--- src/rtl/pipeline_hazard_ctrl_if.sv ---
// Hazard-control bundle between the pipeline datapath (master) and the hazard controller (slave).
// Carries hazard sources from ID/EX/MEM/WB plus the stage hold/squash controls and statistics.
interface pipeline_hazard_ctrl_if #(
  parameter int CNT_W = 32
);
  logic [4:0]       rs1_id;
  logic [4:0]       rs2_id;
  logic             use_rs1_id;
  logic             use_rs2_id;
  logic [4:0]       rd_ex;
  logic             RWrEn_ex;
  logic             MemToReg_ex;
  logic             redirect_mem;
  logic             dmem_req_mem;
  logic             dmem_ready;
  logic             halt_wb;

  logic             WEN_pc;
  logic             WEN_if_id;
  logic             WEN_id_ex;
  logic             WEN_ex_mem;
  logic             WEN_mem_wb;
  logic             flush_if_id;
  logic             flush_id_ex;
  logic             flush_ex_mem;
  logic             halted;
  logic             mem_timeout;
  logic [CNT_W-1:0] stall_cnt;
  logic [CNT_W-1:0] flush_cnt;

  modport master (
    output rs1_id, rs2_id, use_rs1_id, use_rs2_id, rd_ex, RWrEn_ex, MemToReg_ex,
           redirect_mem, dmem_req_mem, dmem_ready, halt_wb,
    input  WEN_pc, WEN_if_id, WEN_id_ex, WEN_ex_mem, WEN_mem_wb,
           flush_if_id, flush_id_ex, flush_ex_mem, halted, mem_timeout, stall_cnt, flush_cnt
  );

  modport slave (
    input  rs1_id, rs2_id, use_rs1_id, use_rs2_id, rd_ex, RWrEn_ex, MemToReg_ex,
           redirect_mem, dmem_req_mem, dmem_ready, halt_wb,
    output WEN_pc, WEN_if_id, WEN_id_ex, WEN_ex_mem, WEN_mem_wb,
           flush_if_id, flush_id_ex, flush_ex_mem, halted, mem_timeout, stall_cnt, flush_cnt
  );
endinterface

--- src/rtl/pipeline_hazard_ctrl.sv ---
// Pipeline hazard controller: stage hold (WEN) and squash (flush) generation for load-use,
// dmem wait states, MEM-stage redirects and halt, with stall/flush statistics.
//
//   state    | meaning
//   ---------+---------------------------------------------------------------
//   RUN      | pipeline advancing; halt/mem-wait/redirect/load-use evaluated
//   MEM_WAIT | whole pipeline frozen until dmem_ready or wait timeout
//   HALTED   | whole pipeline frozen after halt retire or timeout; RST only exit
module pipeline_hazard_ctrl #(
  parameter int WAIT_MAX = 255,
  parameter int CNT_W    = 32
) (
  input logic                    CLK,
  input logic                    RST,
  pipeline_hazard_ctrl_if.slave  hz
);

  localparam int WCW = (WAIT_MAX < 2) ? 1 : $clog2(WAIT_MAX + 1);

  typedef enum logic [1:0] {
    RUN      = 2'd0,
    MEM_WAIT = 2'd1,
    HALTED   = 2'd2
  } state_t;

  state_t           state_q, state_d;
  logic [WCW-1:0]   wait_cnt_q, wait_cnt_d;
  logic             mem_timeout_q, mem_timeout_d;
  logic [CNT_W-1:0] stall_cnt_q, stall_cnt_d;
  logic [CNT_W-1:0] flush_cnt_q, flush_cnt_d;

  logic load_use;
  logic advance;
  logic redirect_taken;
  logic hold_all;
  logic wen_pc, wen_if_id, wen_id_ex, wen_ex_mem, wen_mem_wb;
  logic fl_if_id, fl_id_ex, fl_ex_mem;

  always_comb begin
    load_use = hz.MemToReg_ex & hz.RWrEn_ex & (hz.rd_ex != 5'd0) &
               ((hz.use_rs1_id & (hz.rs1_id == hz.rd_ex)) |
                (hz.use_rs2_id & (hz.rs2_id == hz.rd_ex)));
  end

  always_comb begin
    state_d        = state_q;
    wait_cnt_d     = wait_cnt_q;
    mem_timeout_d  = mem_timeout_q;
    advance        = 1'b0;
    hold_all       = 1'b0;
    redirect_taken = 1'b0;
    wen_pc         = 1'b0;
    wen_if_id      = 1'b0;
    wen_id_ex      = 1'b0;
    wen_ex_mem     = 1'b0;
    wen_mem_wb     = 1'b0;
    fl_if_id       = 1'b0;
    fl_id_ex       = 1'b0;
    fl_ex_mem      = 1'b0;

    case (state_q)
      RUN: begin
        if (hz.halt_wb) begin
          hold_all = 1'b1;
          state_d  = HALTED;
        end else if (hz.dmem_req_mem & ~hz.dmem_ready) begin
          hold_all   = 1'b1;
          wait_cnt_d = WCW'(1);
          state_d    = MEM_WAIT;
        end else begin
          advance = 1'b1;
        end
      end
      MEM_WAIT: begin
        // WB is frozen on the same instruction here, so halt_wb is deliberately ignored.
        if (hz.dmem_ready) begin
          advance    = 1'b1;
          wait_cnt_d = '0;
          state_d    = RUN;
        end else begin
          hold_all = 1'b1;
          if (wait_cnt_q == WCW'(WAIT_MAX)) begin
            mem_timeout_d = 1'b1;
            state_d       = HALTED;
          end else begin
            wait_cnt_d = wait_cnt_q + WCW'(1);
          end
        end
      end
      HALTED: begin
        hold_all = 1'b1;
      end
      default: begin
        state_d = RUN;
      end
    endcase

    if (advance) begin
      // A redirect squashes the ID instruction, so a load-use match on it is moot.
      if (hz.redirect_mem) begin
        redirect_taken = 1'b1;
        fl_if_id       = 1'b1;
        fl_id_ex       = 1'b1;
        fl_ex_mem      = 1'b1;
      end else if (load_use) begin
        wen_pc    = 1'b1;
        wen_if_id = 1'b1;
        fl_id_ex  = 1'b1;
      end
    end

    if (hold_all) begin
      wen_pc     = 1'b1;
      wen_if_id  = 1'b1;
      wen_id_ex  = 1'b1;
      wen_ex_mem = 1'b1;
      wen_mem_wb = 1'b1;
    end

    if (!RST) begin
      wen_pc         = 1'b0;
      wen_if_id      = 1'b0;
      wen_id_ex      = 1'b0;
      wen_ex_mem     = 1'b0;
      wen_mem_wb     = 1'b0;
      fl_if_id       = 1'b0;
      fl_id_ex       = 1'b0;
      fl_ex_mem      = 1'b0;
      redirect_taken = 1'b0;
    end

    stall_cnt_d = stall_cnt_q;
    if (wen_pc && (state_q != HALTED)) begin
      stall_cnt_d = stall_cnt_q + CNT_W'(1);
    end
    flush_cnt_d = flush_cnt_q;
    if (redirect_taken) begin
      flush_cnt_d = flush_cnt_q + CNT_W'(1);
    end
  end

  // Same edge as the stage registers this controller steers.
  always_ff @(negedge CLK or negedge RST) begin
    if (!RST) begin
      state_q       <= RUN;
      wait_cnt_q    <= '0;
      mem_timeout_q <= 1'b0;
      stall_cnt_q   <= '0;
      flush_cnt_q   <= '0;
    end else begin
      state_q       <= state_d;
      wait_cnt_q    <= wait_cnt_d;
      mem_timeout_q <= mem_timeout_d;
      stall_cnt_q   <= stall_cnt_d;
      flush_cnt_q   <= flush_cnt_d;
    end
  end

  assign hz.WEN_pc       = wen_pc;
  assign hz.WEN_if_id    = wen_if_id;
  assign hz.WEN_id_ex    = wen_id_ex;
  assign hz.WEN_ex_mem   = wen_ex_mem;
  assign hz.WEN_mem_wb   = wen_mem_wb;
  assign hz.flush_if_id  = fl_if_id;
  assign hz.flush_id_ex  = fl_id_ex;
  assign hz.flush_ex_mem = fl_ex_mem;
  assign hz.halted       = (state_q == HALTED);
  assign hz.mem_timeout  = mem_timeout_q;
  assign hz.stall_cnt    = stall_cnt_q;
  assign hz.flush_cnt    = flush_cnt_q;

endmodule
--- src/flat_wrapper.sv ---
// flat-port wrapper written by rule: the top's interface ports become plain ports
module pipeline_hazard_ctrl_flat 
#(
  parameter int WAIT_MAX = 255,
  parameter int CNT_W    = 32
)
  (CLK, RST, hz_rs1_id, hz_rs2_id, hz_use_rs1_id, hz_use_rs2_id, hz_rd_ex, hz_RWrEn_ex, hz_MemToReg_ex, hz_redirect_mem, hz_dmem_req_mem, hz_dmem_ready, hz_halt_wb, hz_WEN_pc, hz_WEN_if_id, hz_WEN_id_ex, hz_WEN_ex_mem, hz_WEN_mem_wb, hz_flush_if_id, hz_flush_id_ex, hz_flush_ex_mem, hz_halted, hz_mem_timeout, hz_stall_cnt, hz_flush_cnt);
  pipeline_hazard_ctrl_if #(.CNT_W(CNT_W)) hz_i ();
  input logic CLK;
  input logic RST;
  input wire logic [$bits(hz_i.rs1_id)-1:0] hz_rs1_id;
  input wire logic [$bits(hz_i.rs2_id)-1:0] hz_rs2_id;
  input wire logic [$bits(hz_i.use_rs1_id)-1:0] hz_use_rs1_id;
  input wire logic [$bits(hz_i.use_rs2_id)-1:0] hz_use_rs2_id;
  input wire logic [$bits(hz_i.rd_ex)-1:0] hz_rd_ex;
  input wire logic [$bits(hz_i.RWrEn_ex)-1:0] hz_RWrEn_ex;
  input wire logic [$bits(hz_i.MemToReg_ex)-1:0] hz_MemToReg_ex;
  input wire logic [$bits(hz_i.redirect_mem)-1:0] hz_redirect_mem;
  input wire logic [$bits(hz_i.dmem_req_mem)-1:0] hz_dmem_req_mem;
  input wire logic [$bits(hz_i.dmem_ready)-1:0] hz_dmem_ready;
  input wire logic [$bits(hz_i.halt_wb)-1:0] hz_halt_wb;
  output wire logic [$bits(hz_i.WEN_pc)-1:0] hz_WEN_pc;
  output wire logic [$bits(hz_i.WEN_if_id)-1:0] hz_WEN_if_id;
  output wire logic [$bits(hz_i.WEN_id_ex)-1:0] hz_WEN_id_ex;
  output wire logic [$bits(hz_i.WEN_ex_mem)-1:0] hz_WEN_ex_mem;
  output wire logic [$bits(hz_i.WEN_mem_wb)-1:0] hz_WEN_mem_wb;
  output wire logic [$bits(hz_i.flush_if_id)-1:0] hz_flush_if_id;
  output wire logic [$bits(hz_i.flush_id_ex)-1:0] hz_flush_id_ex;
  output wire logic [$bits(hz_i.flush_ex_mem)-1:0] hz_flush_ex_mem;
  output wire logic [$bits(hz_i.halted)-1:0] hz_halted;
  output wire logic [$bits(hz_i.mem_timeout)-1:0] hz_mem_timeout;
  output wire logic [$bits(hz_i.stall_cnt)-1:0] hz_stall_cnt;
  output wire logic [$bits(hz_i.flush_cnt)-1:0] hz_flush_cnt;
  assign hz_i.rs1_id = hz_rs1_id;
  assign hz_i.rs2_id = hz_rs2_id;
  assign hz_i.use_rs1_id = hz_use_rs1_id;
  assign hz_i.use_rs2_id = hz_use_rs2_id;
  assign hz_i.rd_ex = hz_rd_ex;
  assign hz_i.RWrEn_ex = hz_RWrEn_ex;
  assign hz_i.MemToReg_ex = hz_MemToReg_ex;
  assign hz_i.redirect_mem = hz_redirect_mem;
  assign hz_i.dmem_req_mem = hz_dmem_req_mem;
  assign hz_i.dmem_ready = hz_dmem_ready;
  assign hz_i.halt_wb = hz_halt_wb;
  assign hz_WEN_pc = hz_i.WEN_pc;
  assign hz_WEN_if_id = hz_i.WEN_if_id;
  assign hz_WEN_id_ex = hz_i.WEN_id_ex;
  assign hz_WEN_ex_mem = hz_i.WEN_ex_mem;
  assign hz_WEN_mem_wb = hz_i.WEN_mem_wb;
  assign hz_flush_if_id = hz_i.flush_if_id;
  assign hz_flush_id_ex = hz_i.flush_id_ex;
  assign hz_flush_ex_mem = hz_i.flush_ex_mem;
  assign hz_halted = hz_i.halted;
  assign hz_mem_timeout = hz_i.mem_timeout;
  assign hz_stall_cnt = hz_i.stall_cnt;
  assign hz_flush_cnt = hz_i.flush_cnt;
  pipeline_hazard_ctrl #(.WAIT_MAX(WAIT_MAX), .CNT_W(CNT_W)) u_core (.CLK(CLK), .RST(RST), .hz(hz_i));
endmodule
--- config.mk ---
export PLATFORM = sky130hd
export DESIGN_NAME = pipeline_hazard_ctrl_flat
export DESIGN_NICKNAME = d
export VERILOG_FILES = /design/src/rtl/pipeline_hazard_ctrl_if.sv /design/src/rtl/pipeline_hazard_ctrl.sv /design/src/flat_wrapper.sv
export SDC_FILE = /design/constraint.sdc
export NUM_CORES = 1
export LEC_CHECK = 0
export ABC_AREA = 1
export BUFFER_PORTS_ARGS = -buffer_cell sky130_fd_sc_hd__buf_2
export CAP_MARGIN = 40
export CORE_MARGIN = 8
export CORE_UTILIZATION = 40
export DETAILED_ROUTE_END_ITERATION = 6
export PLACE_DENSITY_LB_ADDON = 0.08
export SLEW_MARGIN = 20
export SYNTH_ARGS = -nofsm -noshare
export SYNTH_HDL_FRONTEND = slang
export SYNTH_SLANG_ARGS = --single-unit
--- constraint.sdc ---
create_clock -name CLK -period 1.9 [get_ports CLK]
set_input_delay 0.38 -clock CLK [delete_from_list [all_inputs] [get_ports CLK]]
set_output_delay 0.38 -clock CLK [all_outputs]
set_load 0.05 [all_outputs]
==> summary.md <==
| Metric | Value |
|---|---|
| Status | finished with violations |
| Failing checks | setup timing |
| Starting Density | 0.4033 |
| Drt total wl | 15.51 mm |
| Pins Over Slew Limit | 0 |
| DRT iter0 DRCs | 272 |
| Largest net degree at the start of global routing | just under 50 |
| Final Cell Area | 7873 um2 |
| Yosys cell types | 28 |
| Via count | 5251 |
| Pwr Total | between 3 and 4 mW |
| Critical path class | reg -> out |
| Worst-path cell chain | inv_2 > nor2_4 > nand2_2 > nand2_2 > nand2_2 > nor2_2 > nand3_2 > nand2_4 > buf_8 |
| Synth Register Bits | 75 |
| Chip Height | 125.1 um |
| Setup ws final | -1.049 ns |
| Crit-path max FO | 3 |
| Setup TNS | -66.11 ns |
| Worst path buffer plus inverter count | 2 |
| Dpl cell area | around 6400 um2 |
| Worst R2R Setup Slack | -0.19 ns |
| Max-cap violations | 0 |
| CTS tree | yes |
| WHS | 0.4472 ns |
| Initial antenna violation count | 0 |
| Largest delay share family, worst path | simple AND/OR/NAND/NOR gates |
| Nets@finish | 975 |
| Crit. End Element | primary output |
| Count of final hold-check violations | 0 |
| Synth top area cells | dfrtn_1 (39%), nand2_1 (21%), nor2_1 (6.7%), nand3_1 (6.5%), inv_1 (5.5%) |
| Post-synth top area cell | dfrtn_1 |
| Grt ovf | 0 |
| Hold path start | u_core.hz.mem_timeout |
| Post-synthesis sequential area ratio | 0.3940 |
| Pleak | 3.982 nW |
| Pwr Density | 456.6 nW/um2 |
| Via density | about 4.8 |
| Multi-input gate area | roughly 2900 um2 |
| CP max stage cell | dfrtn_1 |
| Max-slew headroom | 0.5830 |
| R2r worst-path depth | 12 |
| Filler Cells Inserted | ~1000 |
| Port Buffers | 98 |
| Top cell by count, worst path | nand2_2 |
| Diode count | 0 |
| GR Util All Layers | 0.1959 |
| Routed Antenna Nets | 0 |
| Hold depth | 1 |
| Worst Max-Slew Pin Slew | 0.6254 ns |
| Hold Crit Class | reg -> reg |
| First drt pass iteration count | 4 |
| GP Congestion | between 0.8 and 0.9 |
| Async S/R FF share, synth | 1.000 |
| Row cnt | 40 |
| Yosys warning total | 0 |
| Reg clk slew, reported paths | 0.04 ns |
| Post-synth EDFFs | 0 |
| DP HPWL | 11.15 mm |
| Layout Skew | approximately 0.005 ns |
| Global-route wire length before repair | 25.36 mm |
| Core area | ~12000 um2 |
| Area delta synth->final | 65.27% |
| RSZ-0062 raised after global routing | true |
| Worst path required time | 1.52 ns |
| Commonest non-fill, non-tap cell in the layout | nand2_1 |
| Post-synthesis instance total | 697 |
| Hold path endpoint | u_core.hz.mem_timeout |
| Root Driver | clkbuf_16 |
| Commonest non-fill, non-tap cells in the layout | nand2_1 (212), buf_4 (137), buf_6 (79) |
| FF/Latch Area | 1877 um2 |
| Ys flop type | dfrtn_1 |
| H-tree levels | 3 |
| Worst-case vdd ir drop | 0.3284 mV |
| Skew-Pair Late Insertion Delay | 0.34 ns |
| Fraction of final layout cells sized beyond drive strength 1 | 0.3971 |
| Mapped Area | about 4800 um2 |
| Final setup fails | 149 |
| Clk buf depth | 2 |
| Total CTS buffers | 9 |
| Post-route DRC violation count | 0 |
| Arrival time worst endpoint | 2.57 ns |
| Die width | 125.1 um |
| Routed wire length per instance | about 14 um |
| # IOs | 99 |
| R2R Path Start | u_core.hz.stall_cnt[1] |
| TritonCTS Sinks | 75 |
| Cts hold-fix bufs | 0 |
| CP max stage delay | 0.46 ns |
| Vias in the first global route | 5362 |
| Pre-CTS setup slack | -0.9026 ns |
| Die area | 15660 um2 |
| Crit path launch type | register |
| Post-synth top area share | 0.3940 |
| Avg Inst Size Synth | 6.834 um2 |
| RR Endpoint | u_core.hz.stall_cnt[20] |
| Mapped Nets | 725 |
## registers in the layout, indices dropped and copies added (netlist names)
signal,cells
u_core.hz.stall_cnt,32
u_core.wait_cnt_q,8
u_core.hz.mem_timeout,1
u_core.state_q,2
u_core.hz.flush_cnt,32
## how the worst max path moves through the flow
stage | startpoint | to | slack [ns] | cells past startpoint
finish | u_core.state_q[0] | hz_WEN_pc | -1.05 | 9
global route | u_core.state_q[1] | hz_WEN_pc | -1.13 | 8
CTS | u_core.state_q[0] | hz_WEN_if_id | -1.04 | 9
detailed placement | u_core.state_q[1] | hz_WEN_if_id | -0.90 | 8
global placement | u_core.state_q[1] | hz_WEN_if_id | -0.83 | 8
floorplan | u_core.state_q[1] | hz_WEN_id_ex | -0.97 | 7
## worst register-to-register path: stages (launching register included)
cell and delay (ns):
dfrtn_1 0.44, buf_4 0.12, buf_4 0.12, ha_1 0.16
inv_1 0.06, nor2_1 0.24, nand2_1 0.11, nor2_1 0.11
nand3_1 0.13, nor3_1 0.26, nand2_1 0.08, nand2_1 0.06
nand2_1 0.05
## metrics by stage
stage / utilization / cells
final: 0.6665 / 1099
after global routing: 0.6665 / 1099
after CTS: 0.6445 / 1093
after detailed placement: 0.5442 / 1045
after global placement: 0.5442 / 1045
after floorplan: - / 697
## cells in the mapped netlist, types with 2 or more instances
cell,n
xor2_1,27
buf_2,3
clkbuf_1,2
nor2_1,85
nand4_1,19
buf_6,3
a21oi_1,4
nand3b_1,7
inv_1,70
nor3_1,20
ha_1,3
dfrtn_1,75
nand3_1,62
buf_4,8
nor2_4,2
xnor2_1,15
nand2_2,4
o21ai_0,11
nor2_2,3
inv_2,4
nand2_1,263
## cells by family (layout without fill, tap and decap cells)
group / Yosys count / in the layout / synth area share
AO/OA/AOI/OAI: 18 / 18 / 0.02049
AND/OR/NAND/NOR: 469 / 472 / 0.4177
XOR/XNOR: 42 / 42 / 0.07723
adder cells (fa/ha/maj): 3 / 3 / 0.007881
flip-flops: 75 / 75 / 0.3940
buffers and inverters: 90 / 342 / 0.08274
## where the power goes
group          switching (mW)  internal, mW  leakage [nW]  total, mW
Combinational           0.137        0.0912          2.86      0.228
Sequential                  0          1.61         0.980       1.61
Clock                   0.702          1.06         0.138       1.76
## area by class of cell
cell class	instances	area share
Clock buffer	11	0.03083
Clock inverter	5	0.007788
Inverter	74	0.03910
Multi-Input combinational cell	535	0.3692
Sequential cell	75	0.2384
Tap cell	147	0.02336
Timing Repair Buffer	252	0.2913
## repair_timing
action | in CTS | in global routing
resized for setup | 193 | 60
hold endpoints to repair | 0 | 0
setup endpoints to repair | 149 | 149
pin swaps | 16 | 8
setup buffers | 31 | 3
gates cloned | 1 | 3
## per-layer routing
layer  up-vias  global-route usage  wire [um]  share of wire
met2       114              0.3487       7825           0.50
met3        19             0.04887        725          0.047
met4         0             0.06017        299          0.019
met5         -                   0          0              0
li1       2689                   -          -              -
met1      2429              0.2263       6658           0.43
Note: power is estimated with default switching activity, not from simulation.
